===== src/rtl/poly_axis_tx_pkg.sv =====
// Shared constants and state type for the polynomial AXI4-Stream transmitter.
package poly_axis_tx_pkg;

    localparam int STORE_WIDTH     = 16;
    localparam int COEFF_WIDTH     = 12;
    localparam int COEFFS_PER_BEAT = 16;
    localparam int DWIDTH          = COEFFS_PER_BEAT * STORE_WIDTH;
    localparam int KEEP_WIDTH      = DWIDTH / 8;
    localparam int BEATS_PER_POLY  = 16;
    localparam int Q               = 3329;

    typedef enum logic [1:0] {
        IDLE   = 2'd0,
        STREAM = 2'd1,
        FINISH = 2'd2
    } tx_state_t;

endpackage


===== src/rtl/poly_axis_skid_fifo.sv =====
// Small circular FIFO holding output beats (data plus tlast) between RAM capture and the stream port.
module poly_axis_skid_fifo #(
    parameter int WIDTH = 257,
    parameter int DEPTH = 2
) (
    input  logic                         clk,
    input  logic                         rst_n,
    input  logic                         push,
    input  logic [WIDTH-1:0]             push_data,
    input  logic                         pop,
    output logic [WIDTH-1:0]             head_data,
    output logic [$clog2(DEPTH+1)-1:0]   count,
    output logic                         empty
);
    localparam int PTR_W = (DEPTH > 1) ? $clog2(DEPTH) : 1;
    localparam int CNT_W = $clog2(DEPTH + 1);

    logic [WIDTH-1:0] mem [DEPTH];
    logic [PTR_W-1:0] wr_ptr;
    logic [PTR_W-1:0] rd_ptr;

    function automatic logic [PTR_W-1:0] bump(input logic [PTR_W-1:0] p);
        return (p == PTR_W'(DEPTH - 1)) ? '0 : p + PTR_W'(1);
    endfunction

    always_ff @(posedge clk) begin
        if (!rst_n) begin
            wr_ptr <= '0;
            rd_ptr <= '0;
            count  <= '0;
        end else begin
            if (push) wr_ptr <= bump(wr_ptr);
            if (pop)  rd_ptr <= bump(rd_ptr);
            case ({push, pop})
                2'b10:   count <= count + CNT_W'(1);
                2'b01:   count <= count - CNT_W'(1);
                default: count <= count;
            endcase
        end
    end

    // Storage carries no reset; only pointers and count define what is valid.
    always_ff @(posedge clk) begin
        if (push) mem[wr_ptr] <= push_data;
    end

    assign head_data = mem[rd_ptr];
    assign empty     = (count == '0);

endmodule


===== src/rtl/poly_axis_tx.sv =====
// Reads one polynomial from a beat-wide RAM and streams it as AXI4-Stream beats with TLAST.
// Optional POLY_AXIS_TX_REDUCE_EN: conditional subtract of Q on every lane at capture.
module poly_axis_tx
    import poly_axis_tx_pkg::*;
#(
    parameter int DWIDTH    = 256,
    parameter int BEATS     = 16,
    parameter int ADDR_W    = 4,
    parameter int BUF_DEPTH = 2
) (
    input  logic                  clk,
    input  logic                  rst_n,
    input  logic                  start,
    output logic                  busy,
    output logic                  done,
    output logic                  rd_en,
    output logic [ADDR_W-1:0]     rd_addr,
    input  logic [DWIDTH-1:0]     rd_data,
    output logic [DWIDTH-1:0]     m_axis_tdata,
    output logic [DWIDTH/8-1:0]   m_axis_tkeep,
    output logic                  m_axis_tvalid,
    input  logic                  m_axis_tready,
    output logic                  m_axis_tlast
);
    localparam int CNT_W = $clog2(BEATS + 1);
    localparam int OCC_W = $clog2(BUF_DEPTH + 1) + 1;

    tx_state_t         state;
    logic [CNT_W-1:0]  reads_issued;
    logic [CNT_W-1:0]  beats_captured;
    logic              vld_p1;
    logic [OCC_W-2:0]  fifo_count;
    logic              fifo_empty;
    logic [DWIDTH:0]   fifo_head;
    logic [DWIDTH:0]   push_data_p1;
    logic              pop;
    logic [OCC_W-1:0]  occ_after;

    function automatic logic [DWIDTH-1:0] reduce_beat(input logic [DWIDTH-1:0] raw);
        logic [DWIDTH-1:0] res;
`ifdef POLY_AXIS_TX_REDUCE_EN
        logic [STORE_WIDTH-1:0] v;
        res = raw;
        // Inputs up to 2Q-1 need 13 bits, so the whole storage lane is compared.
        for (int i = 0; i < DWIDTH / STORE_WIDTH; i++) begin
            v = raw[i*STORE_WIDTH +: STORE_WIDTH];
            if (v >= STORE_WIDTH'(Q)) v = v - STORE_WIDTH'(Q);
            res[i*STORE_WIDTH +: STORE_WIDTH] = {{(STORE_WIDTH-COEFF_WIDTH){1'b0}}, v[COEFF_WIDTH-1:0]};
        end
`else
        res = raw;
`endif
        return res;
    endfunction

    assign pop = m_axis_tvalid && m_axis_tready;

    // Credit counts the beat leaving this cycle, which is what lets a 2-deep buffer sustain one beat per cycle.
    assign occ_after = OCC_W'(fifo_count) + OCC_W'(vld_p1) - OCC_W'(pop);
    assign rd_en     = (state == STREAM) && (reads_issued < CNT_W'(BEATS))
                       && (occ_after < OCC_W'(BUF_DEPTH));

    // Capture stage: RAM data arrives one cycle after the read strobe.
    assign push_data_p1 = {(beats_captured == CNT_W'(BEATS - 1)), reduce_beat(rd_data)};

    poly_axis_skid_fifo #(
        .WIDTH (DWIDTH + 1),
        .DEPTH (BUF_DEPTH)
    ) u_fifo (
        .clk       (clk),
        .rst_n     (rst_n),
        .push      (vld_p1),
        .push_data (push_data_p1),
        .pop       (pop),
        .head_data (fifo_head),
        .count     (fifo_count),
        .empty     (fifo_empty)
    );

    assign m_axis_tvalid = !fifo_empty;
    assign m_axis_tdata  = fifo_head[DWIDTH-1:0];
    assign m_axis_tlast  = fifo_head[DWIDTH] && m_axis_tvalid;
    assign m_axis_tkeep  = m_axis_tvalid ? '1 : '0;

    always_ff @(posedge clk) begin
        if (!rst_n) begin
            state          <= IDLE;
            busy           <= 1'b0;
            done           <= 1'b0;
            reads_issued   <= '0;
            beats_captured <= '0;
            vld_p1         <= 1'b0;
            rd_addr        <= '0;
        end else begin
            vld_p1 <= rd_en;
            if (rd_en) begin
                reads_issued <= reads_issued + CNT_W'(1);
                if (rd_addr != ADDR_W'(BEATS - 1)) rd_addr <= rd_addr + ADDR_W'(1);
            end
            if (vld_p1) beats_captured <= beats_captured + CNT_W'(1);

            case (state)
                IDLE: begin
                    done           <= 1'b0;
                    reads_issued   <= '0;
                    beats_captured <= '0;
                    rd_addr        <= '0;
                    if (start) begin
                        state <= STREAM;
                        busy  <= 1'b1;
                    end
                end
                STREAM: begin
                    if (pop && m_axis_tlast) begin
                        state <= FINISH;
                        busy  <= 1'b0;
                        done  <= 1'b1;
                    end
                end
                FINISH: begin
                    state   <= IDLE;
                    done    <= 1'b0;
                    rd_addr <= '0;
                end
                default: begin
                    state <= IDLE;
                    busy  <= 1'b0;
                    done  <= 1'b0;
                end
            endcase
        end
    end

endmodule


===== config.mk =====
export PLATFORM = sky130hd
export DESIGN_NAME = poly_axis_tx
export DESIGN_NICKNAME = d
export VERILOG_FILES = /design/src/rtl/poly_axis_tx_pkg.sv /design/src/rtl/poly_axis_skid_fifo.sv /design/src/rtl/poly_axis_tx.sv
export SDC_FILE = /design/constraint.sdc
export NUM_CORES = 1
export LEC_CHECK = 0
export CORE_ASPECT_RATIO = 0.5
export CORE_MARGIN = 4
export CORE_UTILIZATION = 49
export DETAILED_ROUTE_END_ITERATION = 8
export HOLD_SLACK_MARGIN = 0.06
export PLACE_DENSITY = 0.89
export SLEW_MARGIN = 5
export SYNTH_ARGS = -nofsm -noshare
export SYNTH_HDL_FRONTEND = slang
export SYNTH_HIERARCHICAL = 1
export SYNTH_SLANG_ARGS = --single-unit

===== constraint.sdc =====
create_clock -name clk -period 13.8 [get_ports clk]
set_clock_uncertainty 0.05 [all_clocks]
set_input_delay 1.38 -clock clk [delete_from_list [all_inputs] [get_ports clk]]
set_output_delay 1.38 -clock clk [all_outputs]
set_load 0.01 [all_outputs]

==> results of run 1 <==
## synthesized netlist by cell type (2+ instances only)
library cell,instances
and3_1,2
buf_8,11
buf_2,2
mux2_2,27
xor2_1,6
nand3_1,6
and2_1,5
edfxtp_1,514
nor3_1,4
dfxtp_1,24
xnor2_1,4
ha_1,6
inv_1,6
mux2_4,230
o21ai_0,2
or3_1,2
nor2_1,15
a21oi_1,5
buf_4,32
nand2_1,7
nor2b_1,4
buf_6,15
## layout make-up
cell class / instances / area (um^2)
inverters: 6 / 22.52
fillers: 2756 / 13870
multi-input cells: 340 / 4320
repair buffers: 566 / 5653
clock inverters: 23 / 231.5
clock buffers: 59 / 1221
well taps: 577 / 721.9
diodes: 8 / 20.02
flip-flops and latches: 538 / 15920
## final timing paths
path | endpoint | cells past startpoint | startpoint | slack (ns)
hold / removal | reads_issued[1] | 2 | reads_issued[1] | 0.43
setup / recovery | m_axis_tdata[41] | 4 | flip-flop | 7.94
hold reg to reg | reads_issued[1] | 2 | reads_issued[1] | 0.43
setup reg to reg | u_fifo/mem[0][90] | 5 | vld_p1 | 10.11
## worst max-delay path, cell delays in order, from the launching register on
cell,delay (ns)
dfxtp_4,0.92
buf_4,0.93
buf_4,0.94
mux2_4,0.36
clkdlybuf4s50_1,0.57
## flip-flops by register name, summed over array words and instances (netlist names), named ones only
name	cells
vld_p1	1
u_fifo/mem	514
rd_addr	4
u_fifo/wr_ptr	1
busy	1
reads_issued	5
state	2
beats_captured	5
done	1
u_fifo/rd_ptr	1
u_fifo/count	2
## power by group
part	total [mW]	internal [mW]	leakage [nW]	switching (mW)
registers	2.04	1.97	4.87	0.0634
logic	1.42	0.822	4.13	0.594
clock network	1.27	0.704	0.696	0.568
## metrics by stage
| step | cells | total power [mW] | util | area, um^2 |
|---|---|---|---|---|
| final | 2117 | 4.724 | 0.6696 | 28110 |
| after global routing | 2117 | 4.895 | 0.6696 | 28110 |
| after CTS | 2109 | 4.773 | 0.6692 | 28090 |
| after detailed placement | 2027 | 3.490 | 0.6346 | 26640 |
| after global placement | 2027 | 3.461 | 0.6346 | 26640 |
| after floorplan | 946 | 2.914 | - | 20860 |
## metal layers
metal  share of wire  track usage  wire length (um)  vias up
li1                -            -                 -     4775
met1            0.36       0.2382             18590     5497
met2            0.57       0.4106             29010      294
met3           0.036      0.03485              1849       97
met4           0.032      0.07495              1654        0
met5               0            0                 0        -
## cells by family (layout without fill, tap and decap cells)
| group | Yosys count | in the layout | share of synthesized area |
|---|---|---|---|
| flops | 538 | 538 | 0.7631 |
| other cells | 0 | 8 | 0 |
| mux | 258 | 258 | 0.1806 |
| compound gates | 14 | 14 | 0.004200 |
| simple gates | 50 | 50 | 0.01230 |
| xor+xnor | 11 | 11 | 0.004979 |
| buf+inv | 68 | 654 | 0.03024 |
| fa+ha+maj | 7 | 7 | 0.004559 |
==> results.toml, run 1 <==
[clock_tree]
cts_buffer_depth = 3
cts_tree = "done"
path_clk_slew_ns = 0.07
hold_buffers = 0
cts_inserted_buffers = 47
htree_levels = 2
clk_latency_ns = 0.54
clock-sinks = 538
cts_resized = 0
cts_setup_buffers = 0
ctsRootBufferMaster = "clkbuf_16"

[finish]
final_cell_mix = "clkdlybuf4s50_1, edfxtp_1, mux2_4"
syn2layout_area_growth_pct = 34.78
nets = 1766
layout_commonest_cell = "clkdlybuf4s50_1"
layout-drive-gt1-share = 0.2187

[timing]
max_clock_freq_mhz = 170.6
finalWorstPathRequiredPeriod_ns = 5.862
setup_tns_ns = 0
timing.hold.ws_ns = 0.4349
relSlewSlack = 0.2490
drv_slew = 0
fin_ws_ns = 7.938
finalCritPeriodShare = 0.4248
worst_slew_pin_slew_ns = 1.126
rsz0062_at_grt = "no"
finalSetupViolations = 0
hold_violations = 0

[drt]
routed_via_density = 5.037
drtIter0Drc = 798
wire_per_inst_um = 24.14
first_pass_iters = 4
vias = 10660
drcViolationCount = 0
antenna_left = 0
finalWirelength_mm = 51.11

[critical_path]
worstPathMaxFanout = 59
start_kind = "flip-flop"
worstSetupPathType = "flip-flop to output port"
cp.required_ns = 12.37
arrival_ns = 4.43
worstSetupEndpointType = "output port"

[die]
fp-row-count = 53
fp.dieArea_um2 = 46130
start_util = 0.4969
die_w_um = 299.8
core_area_um2 = 41980
fp.dieH_um = 153.9
io_pins = 557

[synth]
synth-edff-count = 514
ys.flop_type = "edfxtp_1"
yosys_warnings = 6
async_reset_ff_frac = 0
ys_ff_latch = 538
synthCells = 946
synth_area_leaders = "edfxtp_1, mux2_4, dfxtp_1"
yosysTopAreaCellShare = 0.7401
synth_cell_types = 39
avgSynthCellArea_um2 = 22.05
synth_area_um2 = 20860
syn_nets = 1213
yosysSeqAreaShare = 0.7631
yosys.area.top_type = "edfxtp_1"

[global_route]
grt_pass1_wl_mm = 73.00
grt_max_degree = 132
antenna_found_initial = 8
grt_use_total = 0.2127
grt_pass1_vias = 11350
grt-ovfl-total = 0

[placement]
gp_congestion = 0.9097
pre_cts_slack_ns = 8.110
dp_hpwl_mm = 36.25
port_buffers = 556

[status]
outcome = "complete, no violations"

[worst_hold_path]
hp-class = "flip-flop to flip-flop"

[job]
max_cap_violations = 0

[power_and_ir_drop]
p_per_area_nw_per_um2 = 168.1
irDropWorstVdd_mv = 0.1024
p_leak_nw = 9.692
Power figures use the tool's default switching activity.
==> run 2, diff against run 1 <==
--- a/config.mk
+++ b/config.mk
@@ -7,10 +7,10 @@
 export LEC_CHECK = 0
 export CORE_ASPECT_RATIO = 0.5
 export CORE_MARGIN = 4
-export CORE_UTILIZATION = 49
+export CORE_UTILIZATION = 44
 export DETAILED_ROUTE_END_ITERATION = 8
 export HOLD_SLACK_MARGIN = 0.06
-export PLACE_DENSITY = 0.89
+export PLACE_DENSITY = 0.85
 export SLEW_MARGIN = 5
 export SYNTH_ARGS = -nofsm -noshare
 export SYNTH_HDL_FRONTEND = slang
==> constraint.sdc (replaced) <==
create_clock -name clk -period 4.8 [get_ports clk]
set_clock_uncertainty 0.05 [all_clocks]
set_input_delay 0.48 -clock clk [delete_from_list [all_inputs] [get_ports clk]]
set_output_delay 0.48 -clock clk [all_outputs]
set_load 0.01 [all_outputs]
==> run 2 against run 1 <==
Register-to-register slack worse by 8.2 ns. Sequential cell count stayed put. First-iteration DRC count is 17% higher. Final area is 1.3% higher. Worst setup slack worse by 7.3 ns. Sequential share of layout area is 0.72 points lower. Non-clock buffer count is 9 higher. Core utilization is 6.2 points lower. Worst hold slack better by 0.0043 ns. Die area is 11% higher. Critical path type unchanged. Critical endpoint is now rd_en.
==> results.toml, run 2 (synthesized netlist as in run 1, its figures left out) <==
[global_route]
antenna_found_initial = 16
grt_pass1_vias = 11450
grt_pass1_wl_mm = 75.87
grt_max_degree = 109
grt_use_total = 0.2026
grt-ovfl-total = 0

[finish]
top_register = "u_fifo/mem"
nets = 1776
layout-drive-gt1-share = 0.2293
post-route-util = 0.6074
design_area_um2 = 28470
syn2layout_area_growth_pct = 36.52
layout_commonest_cell = "clkdlybuf4s50_1"
largest_reg_flops = 514
final_cell_mix = "clkdlybuf4s50_1, edfxtp_1, mux2_4"
reg_top3 = "u_fifo/mem: 514 flops, beats_captured: 5 flops, reads_issued: 5 flops"
fillCellCount = 3333

[power_and_ir_drop]
total_power_mw = 13.90
p_leak_nw = 9.823
swShare = 0.2632
irDropWorstVdd_mv = 0.3148
clkPwrFrac = 0.280
p_sw_mw = 3.657
seq_power_share = 0.421
intPower_mw = 10.24
p_per_area_nw_per_um2 = 488.0
p_comb_frac = 0.299

[timing]
max_clock_freq_mhz = 241.3
relSlewSlack = 0.3343
rsz0062_at_grt = "no"
drv_slew = 0
worst_slew_pin_slew_ns = 0.9986
finalCritPeriodShare = 0.8633
hold_violations = 0
finalWorstPathRequiredPeriod_ns = 4.144
setup_tns_ns = 0
finalSetupViolations = 0
fin_ws_ns = 0.6562

[drt]
finalWirelength_mm = 53.42
drcViolationCount = 0
drtIter0Drc = 930
routed_via_density = 4.880
wire_per_inst_um = 24.29
vias = 10730
first_pass_iters = 5
antenna_left = 0

[worst_hold_path]
hp-class = "flip-flop to flip-flop"

[die]
fp.dieH_um = 162.0
core_area_um2 = 46880
fp.dieArea_um2 = 51160
start_util = 0.4449
io_pins = 557
fp-row-count = 56
die_w_um = 315.9

[status]
outcome = "complete, no violations"

[placement]
post_dp_cell_area_um2 = 26870
port_buffers = 556
dp_hpwl_mm = 37.95
gp_congestion = 0.8397
pre_cts_slack_ns = 0.8667

[clock_tree]
path_clk_slew_ns = 0.06
cts_setup_buffers = 0
cts_tree = "done"
clk_latency_ns = 0.56
cts_buffer_depth = 3
cts_inserted_buffers = 48
ctsRootBufferMaster = "clkbuf_16"
htree_levels = 2
hold_buffers = 0
clock-sinks = 538
cts_resized = 0

[job]
max_cap_violations = 0

[critical_path]
arrival_ns = 3.61
critical-path-max-stage-delay_ns = 0.58
worstPathMaxFanout = 6
start_kind = "flip-flop"
cp.required_ns = 4.27
worstSetupEndpointType = "output port"
slowest_stage = "clkdlybuf4s50_1"
worstSetupPathType = "flip-flop to output port"
path_cells = "nor2_1 -> nor2b_1 -> ha_1 -> nand2b_1 -> fa_1 -> and4bb_4 -> nand2_2 -> inv_1 -> clkdlybuf4s50_1"
==> run 2: cell type report <==
cell class	count	area (um^2)	area share
timing repair buffer	575	5808	0.2040
sequential	538	15920	0.5591
inverter	6	22.52	0.0007910
tap	638	798.3	0.02804
clock inverter	34	345.3	0.01213
multi-input combinational	340	4320	0.1517
antenna	13	32.53	0.001143
clock buffer	55	1227	0.04311
==> run 2: layer usage <==
metal | vias to the layer above | track usage | share of wire
met5 | - | 0 | 0.00021
met4 | 2 | 0.08771 | 0.041
met3 | 123 | 0.05253 | 0.054
met2 | 300 | 0.3698 | 0.55
met1 | 5502 | 0.2248 | 0.36
li1 | 4805 | - | -
==> run 2: stage by stage <==
step | hold slack, ns | cells
3_3_place_gp | 0.4168 | 2097
4_1_cts | 0.4059 | 2186
2_1_floorplan | 0.3823 | 946
5_1_grt | 0.4141 | 2197
6_report | 0.4393 | 2199
3_5_place_dp | 0.4308 | 2097
==> run 2: final timing paths <==
| path | start | endpoint | slack [ns] | cells after the start |
|---|---|---|---|---|
| max | u_fifo/count[1] | rd_en | 0.66 | 9 |
| min | beats_captured[4] | beats_captured[4] | 0.44 | 2 |
| max reg2reg | u_fifo/count[1] | rd_addr[3] | 1.90 | 9 |
| min reg2reg | beats_captured[4] | beats_captured[4] | 0.44 | 2 |
==> run 2: power groups by stage <==
stage	logic [mW]	clock network (mW)	registers, mW
after floorplan	2.34	0	5.91
after global placement	4.10	0	5.92
after detailed placement	4.16	0	5.96
after CTS	4.20	3.98	5.86
after global routing	4.32	4.19	5.89
final	4.15	3.89	5.86
==> run 2: critical path: cells and delay by family (launching register included) <==
family                     cells  cell delay (ns)
and+or+nand+nor                5             0.99
adders and majority gates      2             0.84
buffers and inverters          2             0.76
DFF                            1             0.45
==> run 3, diff against run 2 <==
--- a/config.mk
+++ b/config.mk
@@ -5,12 +5,14 @@
 export SDC_FILE = /design/constraint.sdc
 export NUM_CORES = 1
 export LEC_CHECK = 0
+export CELL_PAD_IN_SITES_DETAIL_PLACEMENT = 0
+export CELL_PAD_IN_SITES_GLOBAL_PLACEMENT = 1
 export CORE_ASPECT_RATIO = 0.5
 export CORE_MARGIN = 4
-export CORE_UTILIZATION = 44
+export CORE_UTILIZATION = 37
 export DETAILED_ROUTE_END_ITERATION = 8
 export HOLD_SLACK_MARGIN = 0.06
-export PLACE_DENSITY = 0.85
+export PLACE_DENSITY = 0.84
 export SLEW_MARGIN = 5
 export SYNTH_ARGS = -nofsm -noshare
 export SYNTH_HDL_FRONTEND = slang
==> run 3 against run 2 <==
Die area grew 18%. Sequential share of layout area is essentially flat. Non-clock buffer count shrank 2. Power shrank 2.0%. Routed wire length shrank 0.86%. Register-to-register slack gained 0.09 ns. Worst hold slack lost 0.0053 ns. Critical path type unchanged.
==> results.toml, run 3 (synthesized netlist as in run 1, its figures left out) <==
[status]
outcome = "complete, no violations"

[finish]
top_register = "u_fifo/mem"
syn2layout_area_growth_pct = 36.54
reg_top3 = "u_fifo/mem: 514 flops, beats_captured: 5 flops, reads_issued: 5 flops"
final_cells = 2310
layout-drive-gt1-share = 0.2197
final_cell_mix = "clkdlybuf4s50_1, edfxtp_1, mux2_4"
layout_commonest_cell = "clkdlybuf4s50_1"
largest_reg_flops = 514
post-route-util = 0.5118
nets = 1774

[die]
fp-row-count = 61
die_w_um = 343.8
io_pins = 557
core_area_um2 = 55640
start_util = 0.3748
fp.dieH_um = 175.9
fp.dieArea_um2 = 60460

[clock_tree]
htree_levels = 2
ctsRootBufferMaster = "clkbuf_16"
cts_resized = 0
cts_inserted_buffers = 48
cts_buffer_depth = 3
hold_buffers = 0
clock-sinks = 538
path_clk_slew_ns = 0.07
cts_setup_buffers = 0
clk_latency_ns = 0.55
cts_tree = "done"

[critical_path]
start_kind = "flip-flop"
worstPathMaxFanout = 6
cp.required_ns = 4.27
path_cells = "nor2_1 -> nor2b_1 -> ha_1 -> nand2b_1 -> fa_1 -> and4bb_4 -> nand2_2 -> inv_1 -> clkdlybuf4s50_1"
worstReg2RegEnd = "rd_addr[3]"
worstSetupPathType = "flip-flop to output port"
reg2reg_depth = 9
cp.depth = 9
path_delay_family = "simple AND/OR/NAND/NOR gates"
worstSetupEndpointType = "output port"
slowest_stage = "clkdlybuf4s50_1"
reg2reg_from = "u_fifo/count[1]"
ff2ff_setup_slack_ns = 1.99
arrival_ns = 3.56
cp_num_buf_inv = 2
critical-path-max-stage-delay_ns = 0.63

[global_route]
grt-ovfl-total = 0
grt_max_degree = 136
antenna_found_initial = 13
grt_pass1_vias = 10820
grt_use_total = 0.1678
grt_pass1_wl_mm = 73.13

[timing]
worst_slew_pin_slew_ns = 0.9923
setup_tns_ns = 0
drv_slew = 0
max_clock_freq_mhz = 244.4
hold_violations = 0
finalCritPeriodShare = 0.8525
relSlewSlack = 0.3385
fin_ws_ns = 0.7079
rsz0062_at_grt = "no"
finalWorstPathRequiredPeriod_ns = 4.092
finalSetupViolations = 0

[worst_hold_path]
whs_endpoint = "u_fifo/mem[1][194]"
hp-class = "input port to flip-flop"
hold_depth = 1
hp-start = "rd_data[194]"

[drt]
wire_per_inst_um = 22.93
drcViolationCount = 0
routed_via_density = 4.566
wl_met1_mm = 19.29
dr.max_layer_used = "met5"
drtIter0Drc = 683
first_pass_iters = 5
met3_length_mm = 2.130
dr_wl_met2_mm = 29.75
finalWirelength_mm = 52.96
antenna_left = 0
vias = 10550

[placement]
dpl.cell_count = 2213
pre_cts_slack_ns = 0.8529
gp_congestion = 0.8114
dp_hpwl_mm = 38.01
port_buffers = 556

[power_and_ir_drop]
p_leak_nw = 9.758
irDropWorstVdd_mv = 0.2693
p_per_area_nw_per_um2 = 478.3

[job]
max_cap_violations = 0
==> run 3: cell count changes in the layout (fill, tap and decap cells not counted), moves of 3 or more <==
cell | previous run | this run
clkinvlp_4 | 4 | 0
clkbuf_1 | 7 | 16
buf_4 | 11 | 8
bufinv_16 | 6 | 2
clkinv_2 | 9 | 6
==> run 3: routing by layer <==
| layer | vias to the layer above | track usage |
|---|---|---|
| met5 | - | 0 |
| met2 | 211 | 0.3143 |
| met3 | 98 | 0.03588 |
| met4 | 4 | 0.06519 |
| li1 | 4813 | - |
| met1 | 5421 | 0.1864 |
==> run 3: power by group <==
group / switching (mW) / internal (mW) / total (mW)
Combinational: 1.75 / 2.40 / 4.15
Clock: 1.64 / 1.98 / 3.62
Sequential: 0.181 / 5.67 / 5.85
==> run 3: worst max-delay path by stage <==
stage,slack (ns),start,endpoint
3_5_place_dp,0.85,m_axis_tready,rd_en
3_3_place_gp,0.90,m_axis_tready,rd_en
5_1_grt,0.48,u_fifo/count[1],rd_en
4_1_cts,0.63,u_fifo/count[1],rd_en
6_report,0.71,u_fifo/count[1],rd_en
2_1_floorplan,0.12,vld_p1,u_fifo/mem[0][0]
==> run 3: layout make-up <==
class / instances / area [um^2]
clock inverters: 21 / 148.9
fillers: 4452 / 27160
repair buffers: 573 / 5806
clock buffers: 65 / 1286
flip-flops and latches: 538 / 15920
multi-input cells: 340 / 4320
inverters: 6 / 22.52
diodes: 11 / 27.53
well taps: 756 / 945.9
==> run 3: metrics by stage <==
step | power (mW) | cell area [um^2] | hold slack, ns
after global routing | 14.16 | 28470 | 0.4086
final | 13.62 | 28480 | 0.4340
after CTS | 13.78 | 28450 | 0.3993
after global placement | 10.09 | 27010 | 0.4169
after floorplan | 8.245 | 20870 | 0.3823
after detailed placement | 10.14 | 27010 | 0.4173
==> variant 1 (flow settings as in run 2) <==
Build with the macro `POLY_AXIS_TX_REDUCE_EN` defined.
--- a/src/rtl/poly_axis_tx.sv
+++ b/src/rtl/poly_axis_tx.sv
@@ -1,4 +1,6 @@
 // Reads one polynomial from a beat-wide RAM and streams it as AXI4-Stream beats with TLAST.
 // Optional POLY_AXIS_TX_REDUCE_EN: conditional subtract of Q on every lane at capture.
+`define POLY_AXIS_TX_REDUCE_EN
+
 module poly_axis_tx
     import poly_axis_tx_pkg::*;
Function: changed (Yosys sat finds a counterexample within 4 cycles, from zero or initial values and one cycle with rst_n low).
==> variant 1 against run 2 <==
Power up 4.7%; synthesized area up 25%; clock power up 3%; first-iteration DRC count up 18%; count of clock-buffer cells in the layout up 6; final area up 21%; sequential cell count unchanged; wire length up 25%; worst setup slack better by 86 ps; largest cell class unchanged.
==> variant 1: results <==
yosys:
  seq_area_frac_synth_pct: 60.9
  yosys-top-cells-count: "edfxtp_1 (514), mux2_4 (230), xnor2_1 (181)"
  syn_area_per_cell_sq_um: 15.4
  synth.area.top_cells: "edfxtp_1 (59%), mux2_4 (13%), xnor2_1 (6.1%)"
  ys_types: 65
finish:
  drive_gt1_share_pct: 16.8
  n_fill_cell: 4301
setup_path:
  cp.arrival_ps: 3530
  cpLargestDelayFamily: "buffers and inverters"
  cpPeakStageDelay_ps: 610
worst_hold_path:
  worstHoldEndpoint: "reads_issued[1]"
  worstHoldStart: "reads_issued[1]"
placement:
  dp_cells: 3074
  dpl.hpwl_mm: 49.1
  gp_congestion: 0.934
global_route:
  met2_usage_pct: 37.1
  use_met3_pct: 2.74
  use_met1_pct: 21.4
  grt_pass1_wl_mm: 98.3
  grt_start_max_net_pins: 79
pwr:
  clock_power_share_pct: 27.5
  p_comb_share_pct: 32.0
  p_leak_nw: 11.8
detailed_routing:
  viasPerCell: 5.16
  drt_iter0_drc: 1094
  routed-wl-met3_mm: 2.12
  via_count: 16400
run_status:
  status: "complete, no violations"
clocking:
  cts_buffers: 50
sta:
  hold_slack_ps: 423
  tightest_slew_ps: 1100
## variant 1: area by class of cell
class	count	share of cell area, %
repair buffers	577	17.0
multi-input cells	1132	28.4
clock buffers	61	4.00
flip-flops and latches	538	46.4
well taps	768	2.80
inverters	59	0.645
diodes	16	0.117
clock inverters	29	0.769
## variant 1: logic make-up (layout without fill, tap and decap cells)
logic type | Yosys count | after routing | share of synthesized area [%]
AOI/OAI and AO/OA | 243 | 243 | 6.33
xor gates and xnor gates | 187 | 187 | 6.26
adders and majority gates | 39 | 39 | 1.89
buffers and inverters | 154 | 726 | 3.77
DFF | 538 | 538 | 60.9
muxes | 274 | 274 | 15.0
other | 1 | 144 | 0.0143
and+or+nand+nor | 261 | 261 | 5.86
## variant 1: stage by stage
step,power [mW],setup WS [ps],util (%)
after floorplan,8.60,116,-
after global placement,10.6,858,56.2
after detailed placement,10.7,886,56.2
after CTS,14.7,693,59.0
after global routing,15.1,452,59.1
final,14.5,742,59.1
==> variant 2 (config.mk and constraints of run 2) <==
Made on the original files. Encoding of `tx_state_t`: now one-hot (3 bits for 3 states).
--- a/src/rtl/poly_axis_tx_pkg.sv
+++ b/src/rtl/poly_axis_tx_pkg.sv
@@ -10,8 +10,8 @@
     localparam int Q               = 3329;
 
-    typedef enum logic [1:0] {
-        IDLE   = 2'd0,
-        STREAM = 2'd1,
-        FINISH = 2'd2
+    typedef enum logic [2:0] {
+        IDLE   = 3'b001,
+        STREAM = 3'b010,
+        FINISH = 3'b100
     } tx_state_t;
 
Formal check against the unedited RTL: same outputs for any inputs over 4 cycles, from zero or initial values and one cycle with rst_n low; so few cycles prove little.
==> variant 2 against run 2 <==
Register-to-register slack got worse by 20 ps; worst setup slack improved by 18 ps; die area increased by 0.39%; wire length decreased by 3.6%; final area decreased by 0.27%; synthesized area increased by 0.40%; sequential cell count increased by 1.
Power is not compared: it rests on default switching activity, and its combinational part moved more than twofold at a synthesized area within 25%.
==> variant 2: results <==
run_status:
  status: "complete, no violations"
finish:
  inv_count: 5
  clock_area_share_pct: 5.05
  multi_input_area_sq_um: 4380
  seq_area_sq_um: 15900
  drive_gt1_share_pct: 22.1
  diodes: 9
  n_clock_buffer: 59
  buffers: 574
  sh_seq_area_pct: 56.1
  multi_input_cells: 347
  layout.nets: 1782
placement:
  place_ws_ps: 806
  dpl.hpwl_mm: 36.0
  dp_cells: 2103
  gp_congestion: 0.820
sta:
  finalCriticalPeriod_ps: 4130
  timing.slew.headroom_pct: 33.6
pwr:
  power_mw: 9.43
worst_hold_path:
  worstHoldEndpoint: "busy"
  worstHoldStart: "busy"
setup_path:
  cp.arrival_ps: 3600
  path_max_fanout: 7
global_route:
  grt_pass1_wl_mm: 72.5
  met2_usage_pct: 36.3
  use_met1_pct: 21.2
  antenna_found_initial: 11
detailed_routing:
  wl_mm: 51.5
  via_count: 10600
yosys:
  netlist_instances: 954
  syn_nets: 1221
  ys_types: 41
clocking:
  clkSinkCount: 539
variant 2: cell types whose count changed in the layout (fill, tap and decap cells not counted), sizes merged, moves of 4 or more:
cell / run 2 / this run
clkbuf: 55 / 59
diode: 13 / 9
bufinv: 6 / 2
nand2b: 1 / 5
variant 2: tightest hold or removal path: stages (launching register included):
cell and delay, ps:
dfxtp_1 310, nand2_1 60, o22ai_1 70
variant 2: power breakdown:
part / internal, mW / leakage, nW / switching (mW)
clock: 1.97 / 0.695 / 1.64
combinational: 0.409 / 4.16 / 0.227
sequential: 5.17 / 4.82 / 0.0170
total: 7.55 / 9.68 / 1.88
variant 2: cells by family after synthesis:
| logic type | count (synthesis) | synth area share [%] |
|---|---|---|
| buf+inv | 68 | 3.02 |
| simple gates | 52 | 1.41 |
| flops | 539 | 76.1 |
| xor+xnor | 12 | 0.502 |
| fa+ha+maj | 7 | 0.454 |
| compound gates | 17 | 0.478 |
| mux | 259 | 18.0 |
